[src/rtl/alu_arbiter.sv]
// Arbitrates one shared, clocked ALU between two requesters and returns each
// tagged result over a valid/ready channel. Vectors that are not one-hot are rejected with an error.
module alu_arbiter #(
  parameter int ALU_LAT = 1,
  parameter int INSTR_W = 47
) (
  input  logic               clk,
  input  logic               rst,
  input  logic               req0_valid,
  output logic               req0_ready,
  input  logic [31:0]        req0_rs1,
  input  logic [31:0]        req0_rs2,
  input  logic [11:0]        req0_imm,
  input  logic [INSTR_W-1:0] req0_instr,
  input  logic               req1_valid,
  output logic               req1_ready,
  input  logic [31:0]        req1_rs1,
  input  logic [31:0]        req1_rs2,
  input  logic [11:0]        req1_imm,
  input  logic [INSTR_W-1:0] req1_instr,
  output logic [31:0]        alu_rs1,
  output logic [31:0]        alu_rs2,
  output logic [11:0]        alu_imm,
  output logic [INSTR_W-1:0] alu_instructions,
  input  logic [31:0]        alu_result,
  output logic               resp_valid,
  input  logic               resp_ready,
  output logic               resp_id,
  output logic [31:0]        resp_data,
  output logic               resp_err,
  output logic               busy
);

  typedef enum logic [1:0] {
    IDLE = 2'd0,
    EXEC = 2'd1,
    RESP = 2'd2
  } state_t;

  localparam int CNT_W = (ALU_LAT < 1) ? 1 : $clog2(ALU_LAT + 1);
  localparam logic [CNT_W-1:0] CNT_LAST = CNT_W'(ALU_LAT);

  state_t             state_q, state_d;
  logic [CNT_W-1:0]   cnt_q, cnt_d;
  logic               last_grant_q, last_grant_d;
  logic [31:0]        rs1_q, rs1_d;
  logic [31:0]        rs2_q, rs2_d;
  logic [11:0]        imm_q, imm_d;
  logic [INSTR_W-1:0] instr_q, instr_d;
  logic               id_q, id_d;
  logic               err_q, err_d;
  logic [31:0]        data_q, data_d;

  logic               grant0;
  logic               grant1;
  logic [INSTR_W-1:0] sel_instr;
  logic               sel_onehot;

  // Round-robin: on a tie, the port that did not win last time goes first.
  always_comb begin
    grant0     = req0_valid && (!req1_valid || last_grant_q);
    grant1     = req1_valid && !grant0;
    sel_instr  = grant1 ? req1_instr : req0_instr;
    sel_onehot = (sel_instr != '0) &&
                 ((sel_instr & (sel_instr - INSTR_W'(1))) == '0);
  end

  always_comb begin
    state_d      = state_q;
    cnt_d        = cnt_q;
    last_grant_d = last_grant_q;
    rs1_d        = rs1_q;
    rs2_d        = rs2_q;
    imm_d        = imm_q;
    instr_d      = instr_q;
    id_d         = id_q;
    err_d        = err_q;
    data_d       = data_q;
    req0_ready   = 1'b0;
    req1_ready   = 1'b0;

    case (state_q)
      IDLE: begin
        if (!rst && (grant0 || grant1)) begin
          req0_ready   = grant0;
          req1_ready   = grant1;
          rs1_d        = grant1 ? req1_rs1 : req0_rs1;
          rs2_d        = grant1 ? req1_rs2 : req0_rs2;
          imm_d        = grant1 ? req1_imm : req0_imm;
          instr_d      = sel_instr;
          id_d         = grant1;
          last_grant_d = grant1;
          data_d       = '0;
          if (sel_onehot) begin
            err_d   = 1'b0;
            cnt_d   = '0;
            state_d = EXEC;
          end else begin
            err_d   = 1'b1;
            state_d = RESP;
          end
        end
      end
      EXEC: begin
        // The ALU result is registered, so it is captured one cycle after
        // the counter has covered the full latency window.
        if (cnt_q == CNT_LAST) begin
          data_d  = alu_result;
          state_d = RESP;
        end else begin
          cnt_d = cnt_q + CNT_W'(1);
        end
      end
      RESP: begin
        if (resp_ready) begin
          state_d = IDLE;
        end
      end
      default: begin
        state_d = IDLE;
      end
    endcase
  end

  always_ff @(posedge clk) begin
    if (rst) begin
      state_q      <= IDLE;
      cnt_q        <= '0;
      last_grant_q <= 1'b1;
      rs1_q        <= '0;
      rs2_q        <= '0;
      imm_q        <= '0;
      instr_q      <= '0;
      id_q         <= 1'b0;
      err_q        <= 1'b0;
      data_q       <= '0;
    end else begin
      state_q      <= state_d;
      cnt_q        <= cnt_d;
      last_grant_q <= last_grant_d;
      rs1_q        <= rs1_d;
      rs2_q        <= rs2_d;
      imm_q        <= imm_d;
      instr_q      <= instr_d;
      id_q         <= id_d;
      err_q        <= err_d;
      data_q       <= data_d;
    end
  end

  // The instruction vector is gated to zero outside EXEC so the ALU idles.
  assign alu_rs1          = rs1_q;
  assign alu_rs2          = rs2_q;
  assign alu_imm          = imm_q;
  assign alu_instructions = (state_q == EXEC) ? instr_q : '0;
  assign resp_valid       = (state_q == RESP);
  assign resp_id          = id_q;
  assign resp_data        = data_q;
  assign resp_err         = err_q;
  assign busy             = (state_q != IDLE);

endmodule
[config.mk]
export PLATFORM = sky130hd
export DESIGN_NAME = alu_arbiter
export DESIGN_NICKNAME = d
export VERILOG_FILES = /design/src/rtl/alu_arbiter.sv
export SDC_FILE = /design/constraint.sdc
export NUM_CORES = 1
export LEC_CHECK = 0
export BUFFER_PORTS_ARGS = -buffer_cell sky130_fd_sc_hd__clkbuf_2
export CAP_MARGIN = 5
export CORE_AREA = 2 2 175 177
export CTS_CLUSTER_SIZE = 14
export DETAILED_ROUTE_END_ITERATION = 10
export DIE_AREA = 0 0 177 179
export PLACE_DENSITY = 0.59
export SETUP_SLACK_MARGIN = 0.4
export SLEW_MARGIN = 20
export SYNTH_ARGS = -nofsm -noshare
export SYNTH_HDL_FRONTEND = slang
export SYNTH_SLANG_ARGS = --single-unit
[constraint.sdc]
create_clock -name clk -period 3.4 [get_ports clk]
set_clock_uncertainty 0.2 [all_clocks]
set_input_delay 0.34 -clock clk [delete_from_list [all_inputs] [get_ports clk]]
set_output_delay 0.34 -clock clk [all_outputs]
set_load 0.005 [all_outputs]
==> metrics, run 1 <==
FP Rows=64; clock transition at the registers of the reported paths=0.07 ns; Die Ht=approximately 180 um; CP Cell Sequence=a21bo_4 > buf_12 > or3_1 > o31ai_1 > a221oi_1 > a2111oi_2 > o2111ai_1 > or4_1 > or4_4 > o41a_1; NumNets Final=between 1500 and 2000; Cell Area, Synth=between 0.008 and 0.009 mm^2; Max Freq=0.293 GHz; P_sw=0.00152 W; syn nets=1291; kind of critical path=register to register; via count=about 10000; Post-Route WL=34100 um; First DRT Iteration DRCs=about 590; clock root cell=clkbuf_16; CTS tree=yes; clock power share=35.9%; worst-skew pair later-pin latency=between 0.4 and 0.5 ns; WP data arrival=roughly 3.5 ns; Post-route DRC=0; synthesized instance count=approximately 1000; Worst Path Buf+Inv=1; first-pass GRT wire length=between 50000 and 60000 um; switch share=29.5%; Worst path slowest cell=or4_1; slowest stage delay, CP=just over 0.5 ns; RSZ-0062 raised after global routing=yes; Overflow after GRT=0; Buffers on Ports=443; vias in the first global route=approximately 9500; Logic pwr share=approximately 23%; Synth Flop Type=dfxtp_1; area occupied by multi-input gates=roughly 0.0051 mm^2; failing checks=negative setup slack; I/O pin total=approximately 440; largest net degree at the start of global routing=151; fin area=between 0.01 and 0.015 mm^2; Post-synth EDFFs=0; worst min path class=input port to register; routed vias/inst=between 4 and 5; post-synth cell types=between 60 and 70; Reg area=approximately 0.0032 mm^2; Synth Register Bits=~160; final worst slack=-0.0109 ns; Setup-failing EPs final=2; Tot Pwr=between 0.005 and 0.006 W; Max-Cap Viols=0; WL per Instance=around 17 um; maximum root-to-sink buffer count=2; Worst Path Max Fanout=6; fraction of registers with async set or reset after synthesis=0%; Worst-Margin Slew=approximately 0.99 ns; worst hold slack=roughly 0.0065 ns; sequential-to-total area share from yosys stat=between 30% and 40%; antenna cells=0; Yosys Warn Count=0; Slew HR=33.8%; TritonCTS buffer count=17; status=finished with violations; fin. max-slew vios=0; Largest delay share family, worst path=simple AND/OR/NAND/NOR gates; Req. time, crit path=around 3.5 ns; Finished Layout Cells=around 2000; Sequential Power Share=between 40% and 50%; Fillers=2908; layout cells sized above 1=between 30% and 40%; crit path capture type=register; GRT Resource Usage Total=around a fifth; CTS H-tree depth=4; Worst Setup Start Kind=register; Core ar.=approximately 0.030 mm^2; Int Power=between 0.003 and 0.004 W; peak supply drop=between 0.0003 and 0.0004 V; first-pass iteration count of the detailed router=5; final worst path period share=100%; GPL Wtd Cong=between 0.9 and 1; Sink Count=about 160; Tmin final=about 3.4 ns; Final Hold Viols=0; Initial Util=28.8%; Static Leak=about 6.6 nW; synthesis-to-layout area growth=59.8%; PwrDens=about 370 mW/mm^2; Antenna Nets Post-Route=0; synthesized area per cell=8.57 um^2; placed insts=between 1500 and 2000; die area=between 0.03 and 0.04 mm^2; initial antenna violation count=0; Die Wd=about 180 um; placed wire-length estimate=24600 um; DP Area=roughly 0.012 mm^2
tightest hold or removal path: stages:
cell and delay, ns:
clkbuf_2 0.08, mux2i_1 0.05, o21ai_0 0.12
layer usage:
metal	wire length [um]	share of wire [%]	track usage (%)
met1	15000	44	26.1
met2	16100	47	34.2
met3	2220	6.5	3.63
met4	762	2.2	6.89
met5	0	0	0
layout by cell type, fill, tap and decap left out, types with 4 or more instances in the layout:
cell	count
or4_1	5
dfxtp_1	160
o31ai_1	6
nand2_1	51
buf_12	6
nor3_1	27
nor4_1	11
a211oi_1	4
inv_1	4
inv_6	6
buf_4	118
o21ai_0	131
and2_1	50
dlygate4sd3_1	114
nor2_1	38
nand3b_1	124
or3_1	7
a21oi_1	52
mux2i_1	121
clkbuf_16	18
nand3_1	48
clkbuf_2	442
a31oi_1	7
nand4_1	8
power by group through the flow:
stage | Combinational [W] | Sequential [W] | Clock, W
finish | 0.00116 | 0.00214 | 0.00184
global route | 0.00127 | 0.00215 | 0.00197
CTS | 0.00115 | 0.00213 | 0.00190
detailed placement | 0.00103 | 0.00218 | 0
global placement | 0.00102 | 0.00217 | 0
floorplan | 0.000462 | 0.00217 | 0
state kept, by name, indices dropped and copies added (netlist names):
| register | count |
|---|---|
| state_q | 2 |
| alu_rs2 | 32 |
| cnt_q | 1 |
| last_grant_q | 1 |
| resp_data | 32 |
| alu_imm | 12 |
| alu_rs1 | 32 |
| instr_q | 47 |
| resp_err | 1 |
| resp_id | 1 |
per-stage QoR:
step	TNS [ns]	worst slack, ns	util (%)
finish	-0.0205	-0.0109	46.0
global route	-0.331	-0.125	46.0
CTS	-0.0571	-0.0571	45.7
detailed placement	-0.448	-0.238	39.9
global placement	-0.403	-0.219	39.9
floorplan	0	0.153	-
final timing paths:
check / cells after the start / endpoint / start / slack, ns
setup / recovery: 10 / cnt_q / last_grant_q / -0.01
hold / removal: 3 / alu_rs2[5] / req1_rs2[5] / 0.007
setup reg to reg: 10 / cnt_q / last_grant_q / -0.01
hold reg to reg: 2 / resp_data[19] / resp_data[19] / 0.25
area by class of cell:
type                            instances  area share (%)
Multi-Input combinational cell        759            36.9
Tap cell                              396            3.59
Clock buffer                           18            3.18
Clock inverter                         14           0.870
Timing Repair Buffer                  683            31.9
Sequential cell                       161            23.4
Inverter                                4           0.109
what timing repair did:
| item | 4_1_cts | 5_1_grt |
|---|---|---|
| hold buffers | 114 | 0 |
| resized for setup | 2 | 7 |
| pin swaps | 1 | 7 |
| setup buffers | 4 | 4 |
| endpoints found under the hold margin | 77 | 0 |
| endpoints found under the setup margin | 6 | 4 |
| gates cloned | 0 | 1 |
logic make-up (layout without fill, tap and decap cells):
kind of cell,count (synthesis),after routing,share of synthesized area (%)
simple gates,395,395,27.6
compound gates,238,238,16.0
flops,161,161,37.3
mux,124,124,14.5
buf+inv,88,719,4.33
fa+ha+maj,2,2,0.232
cells in the mapped netlist (5+ instances only):
library cell / count / area share, %
nand3_1: 49 / 2.8
nand2_1: 51 / 2.2
o31ai_1: 6 / 0.52
clkbuf_1: 69 / 3.0
buf_2: 8 / 0.46
or3_1: 8 / 0.58
and2_1: 50 / 3.6
nor2_1: 39 / 1.7
a21oi_1: 52 / 3.0
nand4_1: 8 / 0.58
or4_1: 5 / 0.43
nor3_1: 28 / 1.6
o21ai_0: 131 / 7.6
nor4_1: 11 / 0.80
dfxtp_1: 161 / 37
a31oi_1: 7 / 0.51
nand3b_1: 124 / 11
mux2i_1: 121 / 14
Note: power is estimated with default switching activity, not from simulation.
==> run 2, diff against run 1 <==
MAX_ROUTING_LAYER = met4   (was default)
==> run 2 against run 1 <==
The run now ends clean. Worst hold slack improved by 0.0091 ns. Register-to-register slack gained 0.05 ns. Design area decreased by 1.9%. Maximum frequency is 1.6% higher. Global-route usage hardly changed. Worst setup slack better by 0.052 ns. Total power up 2.1%. Cell count shrank 1.6%. Via count decreased by 1.7%. Sequential cell count did not move. Clock-buffer cell count shrank 1.
==> metrics, run 2 (synthesized netlist as in run 1, its figures left out) <==
status=finished, final reports clean (was finished with violations); placed wire-length estimate=24600 um (about the same); NumNets Final=1877 (was 1909); clock root cell=clkbuf_16 (unchanged); routed vias/inst=4.92 (was 4.93); die area=0.0317 mm^2 (unchanged); switch share=29.9% (was 29.5%); I/O pin total=444 (unchanged); Antenna Nets Post-Route=0 (unchanged); Tot Pwr=0.00525 W (was 0.00514 W); kind of critical path=register to register (unchanged); clock power share=37.9% (was 35.9%); Post-Route WL=33500 um (was 34100 um); worst-skew pair later-pin latency=0.42 ns (was 0.43 ns); Worst path slowest cell=or4_4 (was or4_1); Final Hold Viols=0 (unchanged); fin area=0.0135 mm^2 (was 0.0138 mm^2); fin. max-slew vios=0 (unchanged); Int Power=0.00368 W (was 0.00363 W); Most flops, register=instr_q (unchanged); TritonCTS buffer count=17 (unchanged); Core ar.=0.0300 mm^2 (unchanged); Setup TNS=0 ns (was -0.0205 ns); maximum root-to-sink buffer count=2 (unchanged); Worst Setup Start Kind=register (unchanged); reg-to-reg critical path startpoint=last_grant_q (unchanged); Die Ht=179 um (unchanged); Max-Cap Viols=0 (unchanged); Max Freq=0.298 GHz (was 0.293 GHz); via count=9863 (was 10032); Req. time, crit path=3.51 ns (about the same); Overflow after GRT=0 (unchanged); worst setup path startpoint=last_grant_q (unchanged); slowest stage delay, CP=0.58 ns (was 0.51 ns); WL per Instance=16.7 um (about the same); Slew HR=44.6% (was 33.8%); Buffers on Ports=443 (unchanged); Sink Count=161 (unchanged); antenna cells=0 (unchanged); FP Rows=64 (unchanged); max reg flops=47 (unchanged); Reg area=0.00323 mm^2 (unchanged); clock transition at the registers of the reported paths=0.08 ns (was 0.07 ns); first-pass iteration count of the detailed router=5 (unchanged); worst min path class=input port to register (unchanged); Initial Util=28.8% (unchanged); CTS H-tree depth=4 (unchanged); worst setup path endpoint=cnt_q (unchanged); commonest non-fill, non-tap cell in the layout=clkbuf_2 (unchanged); most used cells in the layout excluding fill and tap cells=clkbuf_2, dfxtp_1, o21ai_0, nand3b_1, buf_4 (was clkbuf_2, dfxtp_1, o21ai_0, nand3b_1, mux2i_1); CTS tree=yes (unchanged); first-pass GRT wire length=49400 um (was 50600 um); placed insts=1886 (was 1880); GRT Resource Usage Total=20.3% (about the same); Finished Layout Cells=2003 (was 2035); RSZ-0062 raised after global routing=yes (unchanged); Die Wd=177 um (unchanged); Static Leak=6.44 nW (was 6.58 nW); DP Area=0.0120 mm^2 (about the same); Worst-Margin Slew=0.831 ns (was 0.993 ns); GPL Wtd Cong=0.941 (was 0.915); First DRT Iteration DRCs=578 (was 589); vias in the first global route=9402 (was 9502); PwrDens=388 mW/mm^2 (was 373 mW/mm^2); CP Cell Sequence=a21bo_4 > buf_12 > buf_4 > mux2_2 > nor3_1 > and3_2 > nand2_1 > o22ai_1 > nand4_1 > or4_4 > o41a_1 (was a21bo_4 > buf_12 > or3_1 > o31ai_1 > a221oi_1 > a2111oi_2 > o2111ai_1 > or4_1 > or4_4 > o41a_1); Fillers=2950 (was 2908); Worst Path Max Fanout=9 (was 6); WP data arrival=3.47 ns (was 3.53 ns); R2R setup slack=0.04 ns (was -0.01 ns); worst reg2reg endpoint=cnt_q (unchanged); reg2reg path depth=11 (was 10); layout cells sized above 1=40.0% (was 38.6%); P_sw=0.00157 W (was 0.00152 W); initial antenna violation count=0 (unchanged); Post-route DRC=0 (unchanged); Logic pwr share=21.5% (was 22.6%); largest net degree at the start of global routing=116 (was 151); crit path capture type=register (unchanged); Tmin final=3.36 ns (was 3.41 ns); area occupied by multi-input gates=0.00513 mm^2 (was 0.00510 mm^2); Setup-failing EPs final=0 (was 2); synthesis-to-layout area growth=56.7% (was 59.8%); peak supply drop=0.000280 V (was 0.000330 V); Sequential Power Share=40.7% (was 41.5%); final worst path period share=98.8% (was 100%)
[run 2: worst min-delay path by stage]
stage | from | endpoint | slack [ns] | cells after the start
2_1_floorplan | instr_q[24] | instr_q[24] | 0.25 | 2
3_3_place_gp | resp_data[31] | resp_data[31] | 0.24 | 2
3_5_place_dp | resp_data[20] | resp_data[20] | 0.24 | 2
4_1_cts | req1_rs2[21] | alu_rs2[21] | 0.0001 | 3
5_1_grt | req0_rs1[26] | alu_rs1[26] | 0.007 | 3
6_report | req1_rs2[12] | alu_rs2[12] | 0.02 | 3
[run 2: power by group through the flow]
stage	Sequential (W)	Combinational, W	Clock [W]
floorplan	0.00217	0.000462	0
global route	0.00215	0.00122	0.00214
CTS	0.00213	0.00111	0.00206
global placement	0.00217	0.00102	0
detailed placement	0.00218	0.00103	0
finish	0.00213	0.00113	0.00199
[run 2: cell type report]
type / instances / share of cell area [%]
clock buffer: 17 / 3.14
tap: 396 / 3.66
clock inverter: 15 / 1.41
inverter: 4 / 0.111
multi-input combinational: 759 / 37.9
sequential: 161 / 23.8
timing repair buffer: 651 / 30.0
[run 2: timing repair]
| action | 4_1_cts | 5_1_grt |
|---|---|---|
| endpoints found under the setup margin | 10 | 4 |
| hold buffers | 79 | 0 |
| endpoints found under the hold margin | 61 | 0 |
| buffers inserted | 4 | 2 |
| pin swaps | 7 | 6 |
| resized for setup | 7 | 12 |
[run 2: metal layers]
metal  up-vias  track usage (%)  share of wire [%]
met5         -                -                  0
met4         0             6.92                2.2
met3        47             2.95                6.7
met2       418             33.4                 47
met1      4535             25.4                 44
li1       4863                -                  -
[run 2: worst max-delay path: cells and delay by family, from the launching register on]
| kind | cells | cell delay (ns) |
|---|---|---|
| flops | 1 | 0.37 |
| compound gates | 3 | 0.75 |
| buf+inv | 2 | 0.31 |
| simple gates | 5 | 1.26 |
| mux | 1 | 0.35 |
[run 2: per-stage QoR]
| step | hold WS, ns | setup slack (ns) | util [%] |
|---|---|---|---|
| 6_report | 0.0156 | 0.0415 | 45.1 |
| 5_1_grt | 0.00718 | -0.0685 | 45.1 |
| 4_1_cts | 0.000123 | 0.00640 | 44.8 |
| 3_5_place_dp | 0.243 | -0.285 | 40.0 |
| 3_3_place_gp | 0.238 | -0.223 | 40.0 |
| 2_1_floorplan | 0.245 | 0.153 | - |
